`src/rtl/ps2_key_fifo.sv`:
```
// PS/2 keyboard front-end: synchronised frame receiver feeding a scancode FIFO
// with a sticky overflow flag and a CPU interrupt (pulse-stretch or level mode).
module ps2_key_fifo #(
    parameter int DEPTH      = 8,
    parameter int INT_MODE   = 0,
    parameter int INT_CYCLES = 13,
    parameter int TIMEOUT    = 16384
) (
    input  logic                         clk,
    input  logic                         reset_n,
    input  logic                         ps2_clk,
    input  logic                         ps2_data,
    input  logic                         rd,
    input  logic                         ovf_clr,
    output logic [7:0]                   datao,
    output logic                         empty,
    output logic [$clog2(DEPTH+1)-1:0]   count,
    output logic                         overflow,
    output logic                         error,
    output logic                         interrupt
);
    localparam int PTR_W = $clog2(DEPTH);
    localparam int CNT_W = $clog2(DEPTH + 1);
    localparam int TMR_W = $clog2(TIMEOUT + 1);
    localparam logic [CNT_W-1:0] FULL_CNT = CNT_W'(DEPTH);
    localparam logic [TMR_W-1:0] TMR_LAST = TMR_W'(TIMEOUT - 1);
    localparam logic [7:0]       INT_LOAD = 8'(INT_CYCLES);

    typedef enum logic [1:0] {
        ST_IDLE   = 2'd0,
        ST_DATA   = 2'd1,
        ST_PARITY = 2'd2,
        ST_STOP   = 2'd3
    } state_t;

    function automatic logic odd_parity_ok(input logic [7:0] data, input logic par);
        return ^{data, par};
    endfunction

    logic [2:0]       clk_sync_r;
    logic [1:0]       data_sync_r;
    logic             bit_evt_s;
    logic             bit_s;
    state_t           state_r;
    logic [2:0]       bit_cnt_r;
    logic [7:0]       shift_r;
    logic             par_r;
    logic [TMR_W-1:0] timer_r;
    logic             push_r;
    logic [7:0]       push_data_r;
    logic             error_r;

    logic [7:0]       mem_r [DEPTH];
    logic [PTR_W-1:0] rd_ptr_r, wr_ptr_r, rd_ptr_nxt_s;
    logic [CNT_W-1:0] count_r, count_nxt_s;
    logic             full_s, pop_s, push_acc_s, drop_s;
    logic [7:0]       head_nxt_s, datao_r, int_cnt_r, int_cnt_nxt_s;
    logic             empty_r, ovf_r, interrupt_r, int_nxt_s;

    // Pin synchronisers; clk_sync_r[2] is the previous synchronised ps2_clk for edge detection
    always_ff @(posedge clk or negedge reset_n) begin
        if (!reset_n) begin
            clk_sync_r  <= 3'b000;
            data_sync_r <= 2'b00;
        end else begin
            clk_sync_r  <= {clk_sync_r[1:0], ps2_clk};
            data_sync_r <= {data_sync_r[0], ps2_data};
        end
    end

    assign bit_evt_s = clk_sync_r[2] & ~clk_sync_r[1];
    assign bit_s     = data_sync_r[1];

    // Frame receiver with inter-edge timeout; push_r/error_r are single-cycle strobes
    always_ff @(posedge clk or negedge reset_n) begin
        if (!reset_n) begin
            state_r     <= ST_IDLE;
            bit_cnt_r   <= 3'd0;
            shift_r     <= 8'h00;
            par_r       <= 1'b0;
            timer_r     <= '0;
            push_r      <= 1'b0;
            push_data_r <= 8'h00;
            error_r     <= 1'b0;
        end else begin
            push_r  <= 1'b0;
            error_r <= 1'b0;
            if (bit_evt_s) begin
                timer_r <= '0;
                case (state_r)
                    ST_IDLE: begin
                        if (!bit_s) begin
                            state_r   <= ST_DATA;
                            bit_cnt_r <= 3'd0;
                        end
                    end
                    ST_DATA: begin
                        shift_r   <= {bit_s, shift_r[7:1]};
                        bit_cnt_r <= bit_cnt_r + 3'd1;
                        if (bit_cnt_r == 3'd7) begin
                            state_r <= ST_PARITY;
                        end
                    end
                    ST_PARITY: begin
                        par_r   <= bit_s;
                        state_r <= ST_STOP;
                    end
                    ST_STOP: begin
                        if (bit_s && odd_parity_ok(shift_r, par_r)) begin
                            push_r      <= 1'b1;
                            push_data_r <= shift_r;
                        end else begin
                            error_r <= 1'b1;
                        end
                        state_r <= ST_IDLE;
                    end
                    default: state_r <= ST_IDLE;
                endcase
            end else if (state_r != ST_IDLE) begin
                if (timer_r == TMR_LAST) begin
                    error_r <= 1'b1;
                    state_r <= ST_IDLE;
                    timer_r <= '0;
                end else begin
                    timer_r <= timer_r + TMR_W'(1);
                end
            end else begin
                timer_r <= '0;
            end
        end
    end

    // Next-state FIFO bookkeeping, head byte and interrupt level
    always_comb begin
        full_s       = (count_r == FULL_CNT);
        pop_s        = rd && (count_r != '0);
        push_acc_s   = push_r && (!full_s || pop_s);
        drop_s       = push_r && full_s && !pop_s;
        rd_ptr_nxt_s = pop_s ? (rd_ptr_r + PTR_W'(1)) : rd_ptr_r;
        case ({push_acc_s, pop_s})
            2'b10:   count_nxt_s = count_r + CNT_W'(1);
            2'b01:   count_nxt_s = count_r - CNT_W'(1);
            default: count_nxt_s = count_r;
        endcase
        // The incoming byte becomes the head when it lands in the slot the read pointer moves to
        if (count_nxt_s == '0) begin
            head_nxt_s = 8'h00;
        end else if (push_acc_s && (rd_ptr_nxt_s == wr_ptr_r)) begin
            head_nxt_s = push_data_r;
        end else begin
            head_nxt_s = mem_r[rd_ptr_nxt_s];
        end
        if (push_acc_s) begin
            int_cnt_nxt_s = INT_LOAD;
        end else if (int_cnt_r != 8'd0) begin
            int_cnt_nxt_s = int_cnt_r - 8'd1;
        end else begin
            int_cnt_nxt_s = int_cnt_r;
        end
        if (INT_MODE == 0) begin
            int_nxt_s = (int_cnt_nxt_s != 8'd0);
        end else begin
            int_nxt_s = (count_nxt_s != '0);
        end
    end

    // FIFO storage
    always_ff @(posedge clk) begin
        if (push_acc_s) begin
            mem_r[wr_ptr_r] <= push_data_r;
        end
    end

    // FIFO pointers, registered status outputs and interrupt
    always_ff @(posedge clk or negedge reset_n) begin
        if (!reset_n) begin
            rd_ptr_r    <= '0;
            wr_ptr_r    <= '0;
            count_r     <= '0;
            empty_r     <= 1'b1;
            datao_r     <= 8'h00;
            ovf_r       <= 1'b0;
            int_cnt_r   <= 8'd0;
            interrupt_r <= 1'b0;
        end else begin
            if (push_acc_s) begin
                wr_ptr_r <= wr_ptr_r + PTR_W'(1);
            end
            rd_ptr_r    <= rd_ptr_nxt_s;
            count_r     <= count_nxt_s;
            empty_r     <= (count_nxt_s == '0);
            datao_r     <= head_nxt_s;
            int_cnt_r   <= int_cnt_nxt_s;
            interrupt_r <= int_nxt_s;
            if (drop_s) begin
                ovf_r <= 1'b1;
            end else if (ovf_clr) begin
                ovf_r <= 1'b0;
            end else begin
                ovf_r <= ovf_r;
            end
        end
    end

    assign datao     = datao_r;
    assign empty     = empty_r;
    assign count     = count_r;
    assign overflow  = ovf_r;
    assign error     = error_r;
    assign interrupt = interrupt_r;

endmodule

```
`config.mk`:
```
export PLATFORM = sky130hd
export DESIGN_NAME = ps2_key_fifo
export DESIGN_NICKNAME = d
export VERILOG_FILES = /design/src/rtl/ps2_key_fifo.sv
export SDC_FILE = /design/constraint.sdc
export NUM_CORES = 1
export LEC_CHECK = 0
export CORE_MARGIN = 3
export CORE_UTILIZATION = 49
export CTS_CLUSTER_SIZE = 10
export DETAILED_ROUTE_END_ITERATION = 6
export PLACE_DENSITY = 0.66
export SLEW_MARGIN = 5
export SYNTH_ARGS = -nofsm -noshare
export SYNTH_HDL_FRONTEND = slang
export SYNTH_SLANG_ARGS = --single-unit
```
`constraint.sdc`:
```
create_clock -name clk -period 3.3 [get_ports clk]
set_input_delay 0.99 -clock clk [delete_from_list [all_inputs] [get_ports clk]]
set_output_delay 0.99 -clock clk [all_outputs]
set_load 0.01 [all_outputs]
```
==> results.md <==
* Post-CTS resize count at 0
* First-pass iteration count of the detailed router at 7
* Peak VDD IR at 0.428 mV
* Primary FF master, synth: dfrtp_1
* Die X at 123 um
* Ant. Diodes at 0
* Iteration-0 DRC Markers at 212
* HP Class: register to register
* CP required at 3.58 ns
* Syn Area/Cell at 12.3 um2
* Nets@finish at 588
* Clock slew at reported path FFs at 0.06 ns
* Max_slew headroom at 0.396
* Layout area overhead at 16.5%
* Synth top area share at 0.288
* Vias at 4260
* #FFs+latches synth at 137
* Status: finished, violations left
* Unique masters post-synth at 52
* Total Routing Usage GR at 0.190
* Share of cells above drive strength 1 at 0.173
* Initial Utilization at 0.514
* Crit path arrival time at 3.18 ns
* Wire length per cell at 17.4 um
* Total power at 6.49 mW
* CTS tree: done
* Setup crit end kind: register
* P_leak at 3.16 nW
* CTS Buffer Depth at 2
* Total Routed Length at 13100 um
* Setup Buffers After CTS at 0
* Post-synthesis mux area share at 0.160
* Max FO, Critical Path at 9
* Row Count at 41
* Post-synthesis cell area at 6670 um2
* Final WS setup at 0.404 ns
* Top Ports at 22
* Fin. Hold Viols at 0
* Seq/Total Area, Yosys at 0.562
* Max Freq at 345 MHz
* Slew @ Worst Pin at 0.906 ns
* Max-Cap Viols at 0
* Post-Synth Simple-Gate Area at 0.127
* Number of global-route vias before repair at 4241
* Final Core Density at 0.599
* Min Hold Slack at 0.346 ns
* Total die area at 15000 um2
* Mapped Cells at 542
* Core area at 13000 um2
* Adder-Cell Fraction of Synth Area at 0.0225
* Yosys warning count at 0
* RSZ-0062 raised after global routing: false
* HPWL after DPL at 8500 um
* Xor/xnor cell area share of the yosys netlist at 0.0480
* Tmin final at 2.90 ns
* Dpl ws at -0.0251 ns
* PortBufs at 21
* Antenna viol nets, final at 0
* GPL Wtd Cong at 0.830
* Mapped Nets at 560
* Root buffer cell: clkbuf_16
* Vias/cell at 5.64
* Async S/R FF share, synth at 0.533
* Largest net degree at the start of global routing at 74
* Max Clock Skew at 0.00418 ns
* Total global routing overflow at 0
* Hold_buf cts at 0
* Largest family of logic cells by synthesized area: multiplexers
* Failing checks: design-rule violations
* Clock sink total at 137
* Die Y at 123 um
* Synth area leader: edfxtp_1
* Skew-Pair Late Insertion Delay at 0.41 ns
* Number of synthesized flops with an enable pin at 64
* Total CTS buffers at 17
* Max Slew Vio Count at 0
* Drt drc at 1
* Crit share post-route at 0.878
* Power per Cell Area at 835 nW/um2
* Startpoint Class: input pin
* H-tree levels at 4
* Critical path class: input pin to register
* Final setup violation count at 0
* Antenna violations before repair at 0
* First-pass GRT wire length at 21500 um
* Ranking of synthesized cells by area: edfxtp_1, dfrtp_1, mux2i_1
* Complex-gate fraction of the synthesized area at 0.0523
-- per-layer routing --
metal	vias up	global-route usage	routed length, um
met1	2141	0.252	6120
met3	17	0.0465	383
met2	62	0.306	6390
li1	2040	-	-
met5	-	0	0
met4	0	0.0686	222
-- Yosys cell counts (5+ instances only) --
library cell  number
a21oi_1           13
a32oi_1            7
and3_1            19
buf_2              6
clkbuf_1          18
dfrtp_1           72
edfxtp_1          64
ha_1              12
inv_1             12
mux2_1             5
mux2_2            42
mux2i_1           49
nand2_1           31
nand3_1            7
nor2_1            34
nor3_1            55
o21ai_0           12
xnor2_1           18
xor2_1            16
-- flip-flops by register name (all words and copies together) (netlist names) --
name         count
push_r           1
timer_r         15
push_data_r      8
mem_r           64
empty            1
clk_sync_r       3
overflow         1
datao            8
state_r          2
count            4
data_sync_r      2
int_cnt_r        8
rd_ptr_r         3
shift_r          8
interrupt        1
par_r            1
error            1
bit_cnt_r        3
wr_ptr_r         3
-- path summary, 6_finish.rpt --
check / from / end / slack (ns) / cells after the start
hold / removal: clk_sync_r[0] / clk_sync_r[1] / 0.35 / 0
setup reg to reg: rd_ptr_r[0] / datao[7] / 0.83 / 9
max in group asynchronous: reset_n / int_cnt_r[3] / 2.01 / 1
min in group asynchronous: reset_n / clk_sync_r[0] / 0.72 / 1
setup / recovery: rd / datao[0] / 0.40 / 10
hold reg to reg: clk_sync_r[0] / clk_sync_r[1] / 0.35 / 0
-- worst max-delay path, stage by stage --
cell             delay [ns]
clkdlybuf4s50_1        0.49
nand2b_1               0.09
or2_1                  0.25
o21ai_0                0.17
ha_1                   0.22
o2111ai_1              0.15
o21ai_0                0.11
a21boi_1               0.14
a211oi_4               0.46
nor2_1                 0.11
-- final cells by class --
class	instances	area, um2
inverters	12	45.0
repair buffers	40	350
fillers	1046	5210
clock inverters	13	224
multi-input cells	362	2740
well taps	172	215
flip-flops and latches	137	3750
clock buffers	19	443
-- where the power goes --
group	internal (mW)	switching (mW)	total, mW	leakage [nW]
logic	1.01	1.17	2.19	1.31
clock network	1.43	0.687	2.12	0.324
registers	1.98	0.202	2.18	1.53
-- stage by stage --
step / area [um2] / instances / TNS [ns]
finish: 7770 / 755 / 0
global route: 7770 / 755 / 0
CTS: 7770 / 755 / 0
detailed placement: 7100 / 723 / -0.0566
global placement: 7100 / 723 / 0
floorplan: 6670 / 542 / 0
-- layout by cell type (no fill, tap or decap), drive strengths merged, types with 6 or more instances in the layout --
cell type,n
inv,12
xnor2,18
a21oi,13
clkbuf,19
nor2,34
and3,19
clkdlybuf4s50,20
edfxtp,64
clkinv,6
dfrtp,72
xor2,16
mux2,47
nor3,55
bufinv,6
nand3,7
a32oi,7
buf,20
nand2,31
o21ai,13
mux2i,49
ha,12
-- cells by family (layout without fill, tap and decap cells) --
family          after synthesis  in the layout
simple gates                169            169
flops                       137            137
mux                          98             98
xor+xnor                     35             35
compound gates               48             48
buf+inv                      43             84
fa+ha+maj                    12             12
(Power assumes the default switching activity.)
